===== config.mk =====
export PLATFORM = sky130hd
export DESIGN_NAME = vote_logger
export DESIGN_NICKNAME = d
export VERILOG_FILES = /design/src/rtl/evm_pkg.sv /design/src/rtl/sat_counter.sv /design/src/rtl/vote_logger.sv
export SDC_FILE = /design/constraint.sdc
export NUM_CORES = 1
export LEC_CHECK = 0
export BUFFER_PORTS_ARGS = -buffer_cell sky130_fd_sc_hd__buf_2
export CORE_MARGIN = 3
export CORE_UTILIZATION = 58
export DETAILED_ROUTE_END_ITERATION = 7
export PLACE_DENSITY = 0.79
export SLEW_MARGIN = 20
export SYNTH_ARGS = -nofsm -noshare
export SYNTH_HDL_FRONTEND = slang
export SYNTH_SLANG_ARGS = --single-unit

===== constraint.sdc =====
create_clock -name clock -period 2.8 [get_ports clock]
set_clock_uncertainty 0.2 [all_clocks]
set_input_delay 0.28 -clock clock [delete_from_list [all_inputs] [get_ports clock]]
set_output_delay 0.28 -clock clock [all_outputs]
set_load 0.05 [all_outputs]

===== src/rtl/evm_pkg.sv =====
// Shared definitions for the voting pipeline: FSM state encoding, mode values
// and a one-hot test reused by the debouncer, logger and display stages.
package evm_pkg;

  typedef enum logic [1:0] {
    IDLE   = 2'd0,
    ARMED  = 2'd1,
    RECORD = 2'd2
  } state_t;

  localparam logic MODE_VOTE   = 1'b0;
  localparam logic MODE_RESULT = 1'b1;

  // True when exactly one bit of v is set; callers zero-extend narrower vectors.
  function automatic logic is_onehot(input logic [15:0] v);
    return (v != 16'd0) && ((v & (v - 16'd1)) == 16'd0);
  endfunction

endpackage


===== src/rtl/sat_counter.sv =====
// Saturating up-counter: holds at all-ones instead of wrapping; clear has
// priority over inc. at_max is decoded straight from the count register.
module sat_counter #(
  parameter int CNT_W = 8
) (
  input  logic             clock,
  input  logic             reset,
  input  logic             inc,
  input  logic             clear,
  output logic [CNT_W-1:0] count,
  output logic             at_max
);

  assign at_max = &count;

  always_ff @(posedge clock or negedge reset) begin
    if (!reset) begin
      count <= '0;
    end else if (clear) begin
      count <= '0;
    end else if (inc && !at_max) begin
      count <= count + CNT_W'(1);
    end
  end

endmodule


===== src/rtl/vote_logger.sv =====
// One-vote-per-ballot logger: arms on a ballot pulse, accepts a single one-hot
// vote into a saturating per-candidate tally, and shows a chosen tally in result mode.
module vote_logger
  import evm_pkg::*;
#(
  parameter int NUM_CAND = 4,
  parameter int CNT_W    = 8,
  localparam int SEL_W   = $clog2(NUM_CAND)
) (
  input  logic                clock,
  input  logic                reset,
  input  logic                mode,
  input  logic                ballot_enable,
  input  logic [NUM_CAND-1:0] valid_vote,
  output logic                ballot_armed,
  output logic                vote_ack,
  output logic                vote_reject,
  output logic [CNT_W-1:0]    total_votes,
  output logic [SEL_W-1:0]    display_sel,
  output logic [CNT_W-1:0]    display_count
);

  state_t              state;
  logic [CNT_W-1:0]    tally [NUM_CAND];
  logic [NUM_CAND-1:0] tally_max;
  logic [NUM_CAND-1:0] tally_inc;
  logic                total_max;
  logic                single;
  logic [SEL_W-1:0]    idx;
  logic                voting;
  logic                accept;
  logic                refuse;

  always_comb begin
    single = is_onehot(16'(valid_vote));
    idx    = '0;
    for (int i = 0; i < NUM_CAND; i++) begin
      if (valid_vote[i]) idx = SEL_W'(i);
    end
  end

  // Result mode takes priority over an open ballot, so it also suppresses accept/refuse.
  assign voting    = (mode == MODE_VOTE) && (state == ARMED) && (|valid_vote);
  assign accept    = voting && single && !tally_max[idx];
  assign refuse    = voting && !accept;
  assign tally_inc = accept ? valid_vote : '0;

  for (genvar g = 0; g < NUM_CAND; g++) begin : g_tally
    sat_counter #(.CNT_W(CNT_W)) u_tally (
      .clock  (clock),
      .reset  (reset),
      .inc    (tally_inc[g]),
      .clear  (1'b0),
      .count  (tally[g]),
      .at_max (tally_max[g])
    );
  end

  // A full total only stops its own increment; the vote itself is still taken.
  sat_counter #(.CNT_W(CNT_W)) u_total (
    .clock  (clock),
    .reset  (reset),
    .inc    (accept && !total_max),
    .clear  (1'b0),
    .count  (total_votes),
    .at_max (total_max)
  );

  always_ff @(posedge clock or negedge reset) begin
    if (!reset) begin
      state         <= IDLE;
      ballot_armed  <= 1'b0;
      vote_ack      <= 1'b0;
      vote_reject   <= 1'b0;
      display_sel   <= '0;
      display_count <= '0;
    end else begin
      vote_ack      <= 1'b0;
      vote_reject   <= 1'b0;
      display_count <= (mode == MODE_RESULT) ? tally[display_sel] : '0;
      if (mode == MODE_RESULT) begin
        state        <= IDLE;
        ballot_armed <= 1'b0;
        if (single) display_sel <= idx;
      end else begin
        case (state)
          IDLE: begin
            if (ballot_enable) begin
              state        <= ARMED;
              ballot_armed <= 1'b1;
            end
          end
          ARMED: begin
            if (accept) begin
              state        <= RECORD;
              ballot_armed <= 1'b0;
              vote_ack     <= 1'b1;
            end else if (refuse) begin
              vote_reject  <= 1'b1;
            end
          end
          RECORD:  state <= IDLE;
          default: state <= IDLE;
        endcase
      end
    end
  end

endmodule

Word level (Yosys, flattened, before mapping)
Cells that the tools add are included.

storage, ports and cells
  bits in latches = 0
  memories = 0
  output and inout bits = 21
  bits in writable memories = 0
  input bits = 8
  register bits = 55
  bits in read-only memories = 0
  word-level logic and storage cells = 82

cells by class
  $add $sub $neg = 6
  reductions and logical operators = 32
  muxes and demuxes = 25
  shift operators = 0
  div/mod/pow operators = 0
  multipliers = 0
  bitwise operators = 3
  equality and inequality tests = 3
  order comparisons = 2

operator list
  cell                 number
  $add 8x1->8 const B  5
  $reduce_and 8->1     5
  $mux 8               3
  $and 4x16->16        1
  $bmux 8 s2           1
  $logic_not 16->1     1
  $logic_and 1x1->1    12
  $mux 1               12
  $mux 2               5
  $logic_not 1->1      7
  $ne 3x3->1 const B   2
  $sub 4x1->5 const B  1
  $mux 4               1
  $pmux 2 s2           1
  $reduce_and 2->1     2
  $reduce_bool 4->1    1
  $reduce_or 4->1      1
  $ge 3x3->1 const B   1
  $lt 2x3->1 const B   1
  $not 2->3            1
  $reduce_and 3->1     1
  $reduce_bool 3->1    1
  $bmux 1 s2           1
  $eq 2x1->1 const B   1
  3 further kinds      3

Logic depth before layout (Yosys ltp)
  depth after elaboration = 13
  gate-level depth with buffers = 7
  mapped depth without buffers = 6

Modules after synthesis
From an unflattened synthesis, not the netlist that was laid out.

unflattened totals
  cells, all modules = 305
  area total of the unflattened synthesis = 3298.2 um^2

by module, submodules not included
  module       times used  cells an instance  area each (um^2)  sequential area each (um^2)
  sat_counter  5           45                 475.5             200.2
  vote_logger  1           80                 920.9             375.4

Worst setup path after synthesis
Ideal clock, no wire load.

  path kind = register -> register
  start point = register state[1]
  end point = register g_tally[1].u_tally.count[1]
  required time = 2.472 ns
  library setup time = 0.128 ns
  cell stages (with the launch flop) = 6
  buffers on the path = 0
  slack = 0.611 ns
  clock period less this slack = 2.189 ns
  arrival time = 1.862 ns
  path through = dfrtp_1 -> or3b_4 -> a41o_4 -> nor3_4 -> and2_1 -> mux2_1

on the way
  cells in the longest elaborated chain, start to end = 7

RTL lines
  item                            RTL line           text
  start, declared                 vote_logger.sv:23  state_t state;
  start signal, assigned          vote_logger.sv:71  state <= IDLE;
  start signal, assigned          vote_logger.sv:82  state <= IDLE;
  start signal, assigned          vote_logger.sv:89  state <= ARMED;
  $eq 2x1->1                      vote_logger.sv:43  assign voting = (mode == MODE_VOTE) && (state == ARMED) && (|valid_vote);
  $logic_and 1x1->1 (2 in a row)  vote_logger.sv:43
  $logic_and 1x1->1 (2 in a row)  vote_logger.sv:44  assign accept = voting && single && !tally_max[idx];
  $mux 4                          vote_logger.sv:46  assign tally_inc = accept ? valid_vote : '0;
  $logic_and 1x1->1               sat_counter.sv:21  end else if (inc && !at_max) begin
  end signal, assigned            sat_counter.sv:22  count <= count + CNT_W'(1);
  end, declared                   sat_counter.sv:10  output logic [CNT_W-1:0] count,

No other way between the ends.
A chain may end at the register's enable or synchronous reset.

Worst setup path after layout
  start point = register g_tally[3].u_tally.count[0]
  end point = register g_tally[1].u_tally.count[1]

on the way
  cells in the longest elaborated chain, start to end = 7

RTL lines
  item                          RTL line           text
  start, declared               sat_counter.sv:10
  start signal, assigned        sat_counter.sv:22
  $reduce_and 8->1              sat_counter.sv:14  assign at_max = &count;
  $bmux 1 s2                    vote_logger.sv:44
  $mux 1 (implied by the code)  vote_logger.sv:44
  $logic_not 1->1               vote_logger.sv:44
  $logic_and 1x1->1             vote_logger.sv:44
  $mux 4                        vote_logger.sv:46
  $logic_and 1x1->1             sat_counter.sv:21

No other way between the ends. The select of a mux whose other input is x is not followed.

==> metrics.txt <==
placed cells 316; Comb power frac 23.0%; Worst Tran Pin Value 0.671 ns; Psw 625 uW; final hold violation count 0; Primary FF master, synth dfrtp_1; Reg power frac 54.0%; Cell variety after synth 42; nets@finish 272; fin crit share 85.7%; CP max FO 9; max-cap violations 0; EDFF count, synth 0; die width 75.8 um; area of the multi-input gates 1390 um^2; DR WL/cell 16.9 um; Lkg Pwr 0.00142 uW; mux cell area share after synthesis 8.50%; postcts setup bufs 0; vias in the first global route 1836; H-tree Lvls 2; Via density 5.77; largest net degree at the start of global routing 29; unrepaired setup endpoints after global routing false; Remaining Overflow, GRT 0; cts hold-fix bufs 1; final wirelength 5460 um; critical path class reg2reg; core footprint 4530 um^2; Initial Util 62.3%; post-route ant nets 0; Clock Pin Slew Worst Setup and Hold Paths 0.09 ns; syn_nets 242; main combinational cell family by area after synthesis simple AND/OR/NAND/NOR gates; WP data required 2.79 ns; Post-Synth XOR/XNOR Area 11.5%; compound-cell area share of the yosys netlist 5.31%; GP Congestion 0.846; Max clock buf depth 2; Int Power 1250 uW; placed cell area 3020 um^2; post-route cell area 3120 um^2; post-synthesis sequential area ratio 48.7%; Cells after Synth 229; layout cells sized above 1 24.7%; routed via count 1871; Filler cells 322; CP Data Arrival Time 2.39 ns; minimum clock period 2.40 ns; Peak Freq 417 MHz; drt drc 0; Die Area 5740 um^2; Die Height 75.8 um; startpoint types flop; CTS buffer count 5; worst relative slew slack 55.1%; Synth Cell Area 2830 um^2; first-pass GRT wire length 9070 um; dpl hpwl 4040 um; status finished, final reports clean; Synth warnings 0; #FFs+latches synth 55; CTS tree built; Worst-Skew Late Latency 0.31 ns; GRT Util Overall 21.4%; crit path capture type flop; # clock sinks 55; Pwr Density 601 nW/um^2; Peak VDD IR 0.345 mV; initial antenna violation count 0; Slew Limit Fails 0; register area 1380 um^2; FP Rows 24; Ant. Diodes 0; post-CTS sizing 0; asr flop ratio synth 100%; Adder-Cell Fraction of Synth Area 2.21%; Finish-stage setup viols 0; Synth Area in Simple Gates 21.7%; TritonRoute pass-1 iters 5; hold crit path type in2reg; post-route insts no fill 324; clock network power share 23.0%; P&R area growth vs syn 10.4%; setup TNS 0 ns; Sw Share 33.4%; Total Power 1870 uW; CTS root buf clkbuf_8; syn_area_per_cell 12.3 um^2; drt initial violations 107; number of port buffers 28; Top Ports 29
## logic make-up (layout without fill, tap and decap cells)
group                      Yosys count  count (layout)
muxes                               13              13
DFF                                 55              55
AOI/OAI and AO/OA                   14              14
buffers and inverters               12              42
xor gates and xnor gates            37              37
adders and majority gates            5               5
and+or+nand+nor                     93              93
## area by class of cell
type                    instances  share of cell area (%)
flip-flops and latches         55                    44.1
clock buffers                   6                    2.65
inverters                       3                   0.361
repair buffers                 32                    5.54
multi-input cells             162                    44.5
well taps                      65                    2.61
clock inverters                 1                   0.161
## path summary, 6_finish.rpt
| check | start | to | slack [ns] | cells after the start |
|---|---|---|---|---|
| min | ballot_enable | state[0] | 0.05 | 3 |
| max reg2reg | g_tally[3].u_tally.count[0] | g_tally[1].u_tally.count[1] | 0.40 | 6 |
| max | g_tally[3].u_tally.count[0] | g_tally[1].u_tally.count[1] | 0.40 | 6 |
| max in group asynchronous | reset | g_tally[2].u_tally.count[4] | 1.27 | 3 |
| min reg2reg | u_total.count[6] | u_total.count[6] | 0.29 | 1 |
| min in group asynchronous | reset | display_count[3] | 0.34 | 2 |
## through the flow
stage	hold WS [ns]	utilization, %	setup WS [ns]
6_report	0.0458	68.8	0.399
3_5_place_dp	0.134	66.6	0.345
5_1_grt	0.0674	68.8	0.273
4_1_cts	0.0456	68.8	0.404
3_3_place_gp	0.127	66.6	0.403
2_1_floorplan	-0.216	-	0.611
## power by group through the flow
stage | registers (uW) | logic [uW] | clock network (uW)
global route | 1030 | 472 | 476
floorplan | 1110 | 215 | 0
CTS | 1010 | 435 | 440
finish | 1010 | 430 | 431
detailed placement | 1030 | 432 | 0
global placement | 1020 | 420 | 0
## Yosys cell counts, drive strengths merged (4+ instances only)
library cell | count | area [um^2]
and2 | 14 | 90.1
buf | 5 | 33.8
xor2 | 8 | 70.1
and4 | 4 | 35.0
xnor2 | 29 | 254
and3 | 12 | 75.1
mux4 | 8 | 180
nand2 | 11 | 41.3
nand4 | 15 | 93.8
mux2 | 5 | 60.1
nor4 | 5 | 58.8
dfrtp | 55 | 1380
nand3 | 16 | 85.1
clkbuf | 4 | 15.0
ha | 5 | 62.6
nor2 | 7 | 26.3
## state kept, by name, summed over array words and instances (netlist names)
name and cells:
g_tally.u_tally.count 32, display_count 8, u_total.count 8, display_sel 2
state 2, ballot_armed 1, vote_ack 1, vote_reject 1
## worst max-delay path, cell delays in order (launching register included)
cell,delay [ns]
dfrtp_1,0.42
ha_1,0.23
and2_1,0.21
a41o_4,0.31
nor3_4,0.35
and2_1,0.23
mux2_1,0.33
## metal layers
metal  vias to the layer above  GRT usage [%]  part of all wire, %
met5                         -              0                    0
met4                         0           7.77                  2.5
met3                        13           5.01                  3.3
met2                        41           31.7                   47
met1                       926           31.0                   47
li1                        891              -                    -
## layout by cell type, fill, tap and decap left out, types with 3 or more instances in the layout
cell and instances:
nand2_1 11, xor2_1 8, nand4_1 15, and2_1 13, a21oi_1 3, nand3_1 15
mux4_2 8, buf_2 28, and3_1 12, a211oi_1 3, buf_4 3, dfrtp_1 55
inv_1 3, ha_1 5, and4_1 4, clkbuf_8 6, nor2_1 7, xnor2_1 29
No activity file was read; power rests on OpenSTA's default activity.
